<file path="src/rtl/seven_seg_pkg.sv">
// seven_seg_pkg
//   Shared definitions for the 7-segment scanner: scan FSM state encoding,
//   the hex-to-segment table (active-low, bit order gfedcba) and the
//   all-segments-off pattern.
package seven_seg_pkg;

  typedef enum logic [1:0] {
    ST_LOAD  = 2'd0,
    ST_BLANK = 2'd1,
    ST_SHOW  = 2'd2
  } scan_state_e;

  localparam logic [6:0] SEG_OFF = 7'h7F;

  // Element [n] holds the active-low pattern (gfedcba) for hex value n.
  localparam logic [15:0][6:0] HEX_SEG = {
    7'b0001110,  // F
    7'b0000110,  // E
    7'b0100001,  // d
    7'b1000110,  // C
    7'b0000011,  // b
    7'b0001000,  // A
    7'b0010000,  // 9
    7'b0000000,  // 8
    7'b1111000,  // 7
    7'b0000010,  // 6
    7'b0010010,  // 5
    7'b0011001,  // 4
    7'b0110000,  // 3
    7'b0100100,  // 2
    7'b1111001,  // 1
    7'b1000000   // 0
  };

endpackage

</file>
<file path="src/rtl/seg7_hex_decoder.sv">
// seg7_hex_decoder
//   Purely combinational 4-bit hex to 7-segment decoder (active-low).
//   Ports:
//     hex_i  [3:0]  hex value to display
//     seg_o  [6:0]  cathode pattern, seg_o[0]=a ... seg_o[6]=g, 0 = lit
module seg7_hex_decoder
  import seven_seg_pkg::*;
(
  input  logic [3:0] hex_i,
  output logic [6:0] seg_o
);

  assign seg_o = HEX_SEG[hex_i];

endmodule

</file>
<file path="src/rtl/seven_seg_scanner.sv">
// seven_seg_scanner
//   Time-multiplexes NUM_DIGITS hex digits onto a common-anode display,
//   advancing one digit per refresh tick with an all-off blanking gap
//   between digits. A full frame of inputs is captured into shadow
//   registers at frame start so updates never tear mid-scan.
//   Ports:
//     clk          system clock
//     rst_n        asynchronous active-low reset
//     tick         one-cycle refresh pulse
//     digits       4 bits per digit, digit 0 rightmost
//     dp_in        decimal point request per digit (1 = lit)
//     en_mask      digit enable per digit (1 = enabled)
//     an           anode drive, active-low, at most one bit low
//     seg          cathodes, active-low, seg[0]=a ... seg[6]=g
//     dp           decimal point cathode, active-low
//     frame_start  one-cycle pulse when a new frame is captured
//   Build option: SEVEN_SEG_LEADING_ZERO_BLANK_EN suppresses leading zero
//   digits (digit 0 is never suppressed).
module seven_seg_scanner
  import seven_seg_pkg::*;
#(
  parameter int unsigned NUM_DIGITS   = 8,
  parameter int unsigned BLANK_CYCLES = 16
) (
  input  logic                    clk,
  input  logic                    rst_n,
  input  logic                    tick,
  input  logic [4*NUM_DIGITS-1:0] digits,
  input  logic [NUM_DIGITS-1:0]   dp_in,
  input  logic [NUM_DIGITS-1:0]   en_mask,
  output logic [NUM_DIGITS-1:0]   an,
  output logic [6:0]              seg,
  output logic                    dp,
  output logic                    frame_start
);

  localparam int unsigned IDX_W = $clog2(NUM_DIGITS);
  localparam int unsigned CNT_W = (BLANK_CYCLES > 0) ? $clog2(BLANK_CYCLES + 1) : 1;
  localparam logic [IDX_W-1:0] LAST_IDX  = IDX_W'(NUM_DIGITS - 1);
  localparam logic [CNT_W-1:0] BLANK_LD  = CNT_W'(BLANK_CYCLES);

  scan_state_e               state_q, state_d;
  logic [IDX_W-1:0]          idx_q, idx_d;
  logic [CNT_W-1:0]          cnt_q, cnt_d;
  logic [4*NUM_DIGITS-1:0]   sh_dig_q, sh_dig_d;
  logic [NUM_DIGITS-1:0]     sh_dp_q, sh_dp_d;
  logic [NUM_DIGITS-1:0]     sh_en_q, sh_en_d;
  logic [NUM_DIGITS-1:0]     an_q, an_d;
  logic [6:0]                seg_q, seg_d;
  logic                      dp_q, dp_d;
  logic                      fs_q, fs_d;
  logic [NUM_DIGITS-1:0]     load_en;
  logic [3:0]                cur_hex;
  logic [6:0]                cur_seg;

`ifdef SEVEN_SEG_LEADING_ZERO_BLANK_EN
  // Walk down from the most significant digit; a digit is suppressed while
  // it and everything above it are zero. Digit 0 always keeps en_mask[0].
  logic upper_zero;
  always_comb begin
    upper_zero = 1'b1;
    load_en    = en_mask;
    for (int unsigned i = NUM_DIGITS - 1; i >= 1; i--) begin
      upper_zero = upper_zero & (digits[4*i +: 4] == 4'h0);
      if (upper_zero) load_en[i] = 1'b0;
    end
  end
`else
  assign load_en = en_mask;
`endif

  always_comb begin
    state_d  = state_q;
    idx_d    = idx_q;
    cnt_d    = cnt_q;
    sh_dig_d = sh_dig_q;
    sh_dp_d  = sh_dp_q;
    sh_en_d  = sh_en_q;
    fs_d     = 1'b0;
    case (state_q)
      ST_LOAD: begin
        sh_dig_d = digits;
        sh_dp_d  = dp_in;
        sh_en_d  = load_en;
        fs_d     = 1'b1;
        cnt_d    = BLANK_LD;
        state_d  = (BLANK_CYCLES == 0) ? ST_SHOW : ST_BLANK;
      end
      ST_BLANK: begin
        if (cnt_q <= CNT_W'(1)) begin
          cnt_d   = '0;
          state_d = ST_SHOW;
        end else begin
          cnt_d = cnt_q - CNT_W'(1);
        end
      end
      ST_SHOW: begin
        if (tick) begin
          if (idx_q == LAST_IDX) begin
            idx_d   = '0;
            state_d = ST_LOAD;
          end else begin
            idx_d = idx_q + IDX_W'(1);
            if (BLANK_CYCLES != 0) begin
              cnt_d   = BLANK_LD;
              state_d = ST_BLANK;
            end
          end
        end
      end
      default: state_d = ST_LOAD;
    endcase
  end

  // Outputs are registered from the next-state view so the displayed digit
  // changes on the same edge the FSM enters SHOW (also covers the
  // LOAD->SHOW hop when blanking is disabled, using the freshly loaded frame).
  assign cur_hex = sh_dig_d[{idx_d, 2'b00} +: 4];

  seg7_hex_decoder u_dec (
    .hex_i (cur_hex),
    .seg_o (cur_seg)
  );

  always_comb begin
    an_d  = '1;
    seg_d = SEG_OFF;
    dp_d  = 1'b1;
    if (state_d == ST_SHOW) begin
      an_d[idx_d] = ~sh_en_d[idx_d];
      seg_d       = cur_seg;
      dp_d        = ~sh_dp_d[idx_d];
    end
  end

  always_ff @(posedge clk or negedge rst_n) begin
    if (!rst_n) begin
      state_q  <= ST_LOAD;
      idx_q    <= '0;
      cnt_q    <= '0;
      sh_dig_q <= '0;
      sh_dp_q  <= '0;
      sh_en_q  <= '0;
      an_q     <= '1;
      seg_q    <= SEG_OFF;
      dp_q     <= 1'b1;
      fs_q     <= 1'b0;
    end else begin
      state_q  <= state_d;
      idx_q    <= idx_d;
      cnt_q    <= cnt_d;
      sh_dig_q <= sh_dig_d;
      sh_dp_q  <= sh_dp_d;
      sh_en_q  <= sh_en_d;
      an_q     <= an_d;
      seg_q    <= seg_d;
      dp_q     <= dp_d;
      fs_q     <= fs_d;
    end
  end

  assign an          = an_q;
  assign seg         = seg_q;
  assign dp          = dp_q;
  assign frame_start = fs_q;

endmodule

</file>
<file path="config.mk">
export PLATFORM = sky130hd
export DESIGN_NAME = seven_seg_scanner
export DESIGN_NICKNAME = d
export VERILOG_FILES = /design/src/rtl/seven_seg_pkg.sv /design/src/rtl/seg7_hex_decoder.sv /design/src/rtl/seven_seg_scanner.sv
export SDC_FILE = /design/constraint.sdc
export NUM_CORES = 1
export LEC_CHECK = 0
export ABC_AREA = 1
export CAP_MARGIN = 10
export CORE_MARGIN = 1
export CORE_UTILIZATION = 40
export DETAILED_ROUTE_END_ITERATION = 7
export PLACE_DENSITY = 0.64
export SLEW_MARGIN = 10
export SYNTH_ARGS = -nofsm -noshare
export SYNTH_HDL_FRONTEND = slang
export SYNTH_SLANG_ARGS = --single-unit
</file>
<file path="constraint.sdc">
create_clock -name clk -period 4.85 [get_ports clk]
set_clock_uncertainty 0.15 [all_clocks]
set_input_delay 0.97 -clock clk [delete_from_list [all_inputs] [get_ports clk]]
set_output_delay 0.97 -clock clk [all_outputs]
set_load 0.1 [all_outputs]
</file>
==> qor.txt <==
Outcome: finished clean
Area grow syn2layout: 25.17%
DIE AREA: 10020 µm²
Boundary Pins: 68
Largest cells by area after synthesis: dfrtp_1, nand2_1, dfstp_2
H-tree depth: 3
Die X: 100.1 µm
PortBufs: 67
DRC: 0
Via/cell ratio: 4.575
Tightest Pin Transition: 1.113 ns
CTS sink count: 75
Min-delay worst type: flop to flop
Simple-Gate Fraction of Synth Area: 0.3372
Count leader, synth: nand2_1
Post-route ant nets: 0
Number of max-cap violations: 0
First-iteration detailed-routing DRC count: 113
Syn_area_per_cell: 7.726 µm²
Crit Path Max Fanout: 16
Fin crit share: 0.7274
Final hold vios: 0
Cells on worst reg2reg path: 16
Worst skew pair latency: 0.36 ns
# resized after CTS: 0
Max frequency: 283.4 MHz
Synth Area in Compound Gates: 0.05431
Syn_nets: 559
GP Congestion: 0.8585
Initial antenna violation count: 0
Clk slew on worst S/H paths: 0.08 ns
Nets: 624
Static Leak: 2.383 nW
Die Y: 100.1 µm
Cell Rows: 35
Clk buf depth: 2
Count of non-filler cells in the finished layout: 697
Adder-cell share of the synthesized area: 0.03252
Clock root buffer: clkbuf_8
Cts hold-fix bufs: 0
Initial Util: 0.4144
DR pass1 iterations: 4
Synth Cell Area: 3847 µm²
Minimum clock period: 3.528 ns
DR WL/cell: 12.29 µm
# setup viols final: 0
TritonCTS buffer count: 9
Crit path capture type: flop
FF-to-FF Start: state_q[1]
Area share of the largest cell type after synthesis: 0.3837
CTS tree: done
Mapped Cells: 498
Total Routing Usage GR: 0.1884
Hold Crit Depth: 2
FF-to-FF End: seg[3]
Overflow after GRT: 0
Peak supply drop: 0.0002803 V
Crit path kind: input pin to flop
RSZ-0062 raised after global routing: no
Largest family of logic cells by synthesized area: simple AND/OR/NAND/NOR gates
Worst reg2reg setup slack: 1.70 ns
Synth unique cells: 32
Mux contribution to synthesized area: 0.002602
Core area: 9284 µm²
Leading area contributor after synthesis: dfrtp_1
First-pass GRT wire length: 14.48 mm
Placed cell count: 681
Warnings from Yosys: 0
Arrival time at the worst endpoint: 3.68 ns
Register area share after synthesis: 0.4930
Fin util: 0.5187
Hold_ws: 0.3237 ns
WL final: 8.563 mm
Max transition margin: 0.2560
Post-synth EDFFs: 0
Setup_tns: 0 ns
# diodes: 0
Hpwl dp: 6.198 mm
Pwr/cell area: 712.5 nW/µm²
DR vias: 3189
CP required: 5.00 ns
Ys async rst share: 1.000
Synth Area in XOR/XNOR: 0
Post-CTS setup buffer count: 0
Layout cells sized above 1: 0.1197
Largest net degree at the start of global routing: 56
Final Slew Violations: 0
Number of global-route vias before repair: 3192
Hold EP: sh_dig_q[0]
Hold path startpoint: sh_dig_q[0]
Most frequent cells after synthesis: nand2_1, dfrtp_1, inv_1, nor2_1, nand3_1
Most frequently used flop master after synthesis: dfrtp_1
Critical Path Source Type: input pin
Synth Register Bits: 75
[where the power goes]
part / switching, mW / internal [mW] / total, mW
Clock: 0.248 / 0.293 / 0.541
Combinational: 1.32 / 0.560 / 1.88
Sequential: 0.0934 / 0.913 / 1.01
[registers in the layout, indices dropped and copies added, names as in the netlist, 2 cells and up]
register / cells
idx_q: 3
sh_en_q: 8
state_q: 2
an: 8
seg: 7
cnt_q: 5
sh_dig_q: 32
sh_dp_q: 8
[per-layer routing]
layer,global-route usage,part of all wire,up-vias
met1,0.2353,0.46,1460
met2,0.3247,0.48,65
met5,0,0,-
met3,0.03691,0.043,11
li1,-,-,1653
met4,0.07023,0.016,0
[area by class of cell]
type                            instances  area, µm²
Multi-Input combinational cell        352       1642
Fill cell                             927       4468
Tap cell                              129      161.4
Sequential cell                        75       1897
Clock inverter                          7      102.6
Timing Repair Buffer                   68      673.1
Inverter                               57      216.5
Clock buffer                            9      123.9
[worst max path at each step]
stage / slack [ns] / to / startpoint
after floorplan: 1.93 / seg[1] / tick
after global placement: 1.13 / seg[3] / tick
after detailed placement: 0.99 / seg[3] / tick
after CTS: 1.38 / seg[3] / tick
after global routing: 1.03 / seg[3] / tick
final: 1.32 / seg[3] / tick
[worst max-delay path: stages]
cell and delay (ns):
clkdlybuf4s50_1 0.69, nand3_4 0.16, o21ai_2 0.56, nand2_1 0.10, nand2_1 0.09, nand2_1 0.05
nand2_1 0.06, nand2_1 0.06, nand2_1 0.18, inv_1 0.11, ha_1 0.30, inv_1 0.07
o21ai_0 0.08, nand2_1 0.07, nand2_1 0.05, nand3_1 0.08
[through the flow]
stage	total power, mW	setup slack [ns]	area (µm²)
floorplan	2.483	1.931	3847
global placement	2.886	1.134	4589
detailed placement	2.909	0.9943	4589
CTS	3.460	1.377	4816
global route	3.752	1.033	4816
finish	3.431	1.322	4816
[logic make-up (layout without fill, tap and decap cells)]
logic type,after synthesis,after routing
AO/OA/AOI/OAI,39,39
adder cells (fa/ha/maj),10,10
buffers and inverters,71,141
flip-flops,75,75
multiplexers,1,1
AND/OR/NAND/NOR,302,302
[cell usage in the layout (no fill, tap or decap), types with 10 or more instances in the layout]
cell / n
nand2_1: 223
clkdlybuf4s50_1: 66
dfrtp_1: 59
inv_1: 53
nor2_1: 23
nand3_1: 18
o21ai_0: 17
dfstp_2: 16
nand2_2: 11
ha_1: 10
No activity file was read; power rests on OpenSTA's default activity.
==> variant (config.mk and constraints unchanged) <==
Add a define of `SEVEN_SEG_LEADING_ZERO_BLANK_EN`.
--- a/src/rtl/seven_seg_scanner.sv
+++ b/src/rtl/seven_seg_scanner.sv
@@ -17,4 +17,6 @@
 //   Build option: SEVEN_SEG_LEADING_ZERO_BLANK_EN suppresses leading zero
 //   digits (digit 0 is never suppressed).
+`define SEVEN_SEG_LEADING_ZERO_BLANK_EN
+
 module seven_seg_scanner
   import seven_seg_pkg::*;
Formal check against the unedited RTL: same outputs for any inputs over 10 cycles, from zero or initial values and one cycle with rst_n low; that may be too few to reach the edited logic, so the function may still have changed.
==> variant against the unedited design <==
Critical path depth up 1; die area up 0.35%; sequential cell count unchanged; wire length up 5.7%; register-to-register slack better by 0.15 ns; design area down 0.96%; synthesized area up 0.36%; worst hold slack better by 0.0044 ns; setup slack better by 0.21 ns; first-iteration DRC count up 46%; via count up 5.2%; total power down 8.1%; core utilization down 0.50 points; largest power group unchanged.
==> variant: results (changes against the unedited design) <==
| Metric | Value |
|---|---|
| Outcome | finished clean |
| Synth cell count leaders | nand2_1, dfrtp_1, nand3_1 |
| GRT Util Overall | 20.1% (+1.2 points) |
| DP Area | 4560 sq um (-0.74%) |
| Synth Net Count | 553 (-1.1%) |
| CP max FO | 22 (+6) |
| Clock transition at path regs | 0.08 ns (about the same) |
| Initial antenna violation count | 0 (unchanged) |
| First-pass GRT wire length | 15,600 um (+8.0%) |
| Vias in the first global route | 3,436 (+7.6%) |
| Clock Power Share | 16.0% (+0.2 points) |
| Placement Setup Slack | 1.19 ns (+0.198 ns) |
| Largest net degree at the start of global routing | 54 (-3.6%) |
| Vias | 3,356 (+5.2%) |
| Synth top area cells | dfrtp_1, nand2_1, dfstp_2 |
| Cells after DPL | 673 (-1.2%) |
| DRC viols | 0 (unchanged) |
| Vias per cell | 4.87 (+6.5%) |
| Combinational share of power | 52.5% (-2.4 points) |
| Fill count | 945 (+1.9%) |
| Slew @ Worst Pin | 0.978 ns (-0.136 ns) |
| Clock Latency Late Sink | 0.35 ns |
| Sequential-to-total area share from yosys stat | 49.1% (-0.18 points) |
| Detailed Route WL | 9050 um (+5.7%) |
| Minimum clock period | 3.32 ns (-0.213 ns) |
| Deepest clock path buffer count | 2 (unchanged) |
| Count of cell types in the netlist | 36 (+13%) |
| Leakage | 2.31 nW (-3.1%) |
| Power Density | 661 nW/um^2 (-7.2%) |
| VDD IR max | 0.000302 V (+7.7%) |
| Final hold slack | 0.328 ns (+0.00439 ns) |
| Detailed Place HPWL | 6790 um (+9.6%) |
| Syn Inst Count | 493 (-1.0%) |
| Final nets | 615 (-1.4%) |
| Layout cell share with drive strength beyond 1 | 9.64% (-2.3 points) |
| GPL Wtd Cong | 0.798 (-7.1%) |
| Flop2flop setup slack | 1.85 ns (+0.15 ns) |
| Initial DRC count | 165 (+46%) |
| Switch share | 46.7% (-1.9 points) |
| CP arrival | 3.42 ns (-0.26 ns) |
| R2R depth | 15 (-1) |
==> variant: metal layers <==
layer	GRT usage (%)	routed length [um]	part of all wire, %	up-vias
met5	0	0	0	-
met4	7.69	215	2.4	0
met3	3.97	379	4.2	20
met2	35.1	4500	50	89
met1	24.4	3960	44	1566
li1	-	-	-	1681
==> variant: path summary, 6_finish.rpt <==
| path | start | end |
|---|---|---|
| setup / recovery | tick | seg[3] |
| hold / removal | sh_dig_q[11] | sh_dig_q[11] |
| setup reg to reg | state_q[1] | seg[3] |
| hold reg to reg | sh_dig_q[11] | sh_dig_q[11] |
| max in group asynchronous | rst_n | sh_dig_q[20] |
| min in group asynchronous | rst_n | sh_dig_q[17] |
==> variant: cell type report <==
cell class                      instances  area (sq um)  area share (%)
Timing Repair Buffer                   69           681            14.3
Sequential cell                        75          1900            39.8
Clock inverter                          3          45.0           0.944
Multi-Input combinational cell        360          1670            34.9
Inverter                               40           150            3.15
Clock buffer                           13           169            3.54
Tap cell                              129           161            3.38
==> variant: kinds of logic after synthesis <==
| kind of cell | count (synthesis) | share of synthesized area, % |
|---|---|---|
| compound gates | 37 | 5.28 |
| xor+xnor | 1 | 0.227 |
| fa+ha+maj | 9 | 2.92 |
| buf+inv | 58 | 7.71 |
| flops | 75 | 49.1 |
| mux | 2 | 0.518 |
| simple gates | 311 | 34.2 |
==> variant: worst max-delay path, stage by stage <==
cell and delay, ns:
clkdlybuf4s50_1 0.53, inv_1 0.07, nor2_2 0.11, nand3_2 0.29, nand2_4 0.31, nand2_1 0.09, nand2_1 0.07, nand2_1 0.04
nand2_1 0.06, nand2_1 0.04, nand2_1 0.15, inv_1 0.11, ha_1 0.26, inv_1 0.09, nand2_1 0.06, nand3_1 0.07
nand3_1 0.07
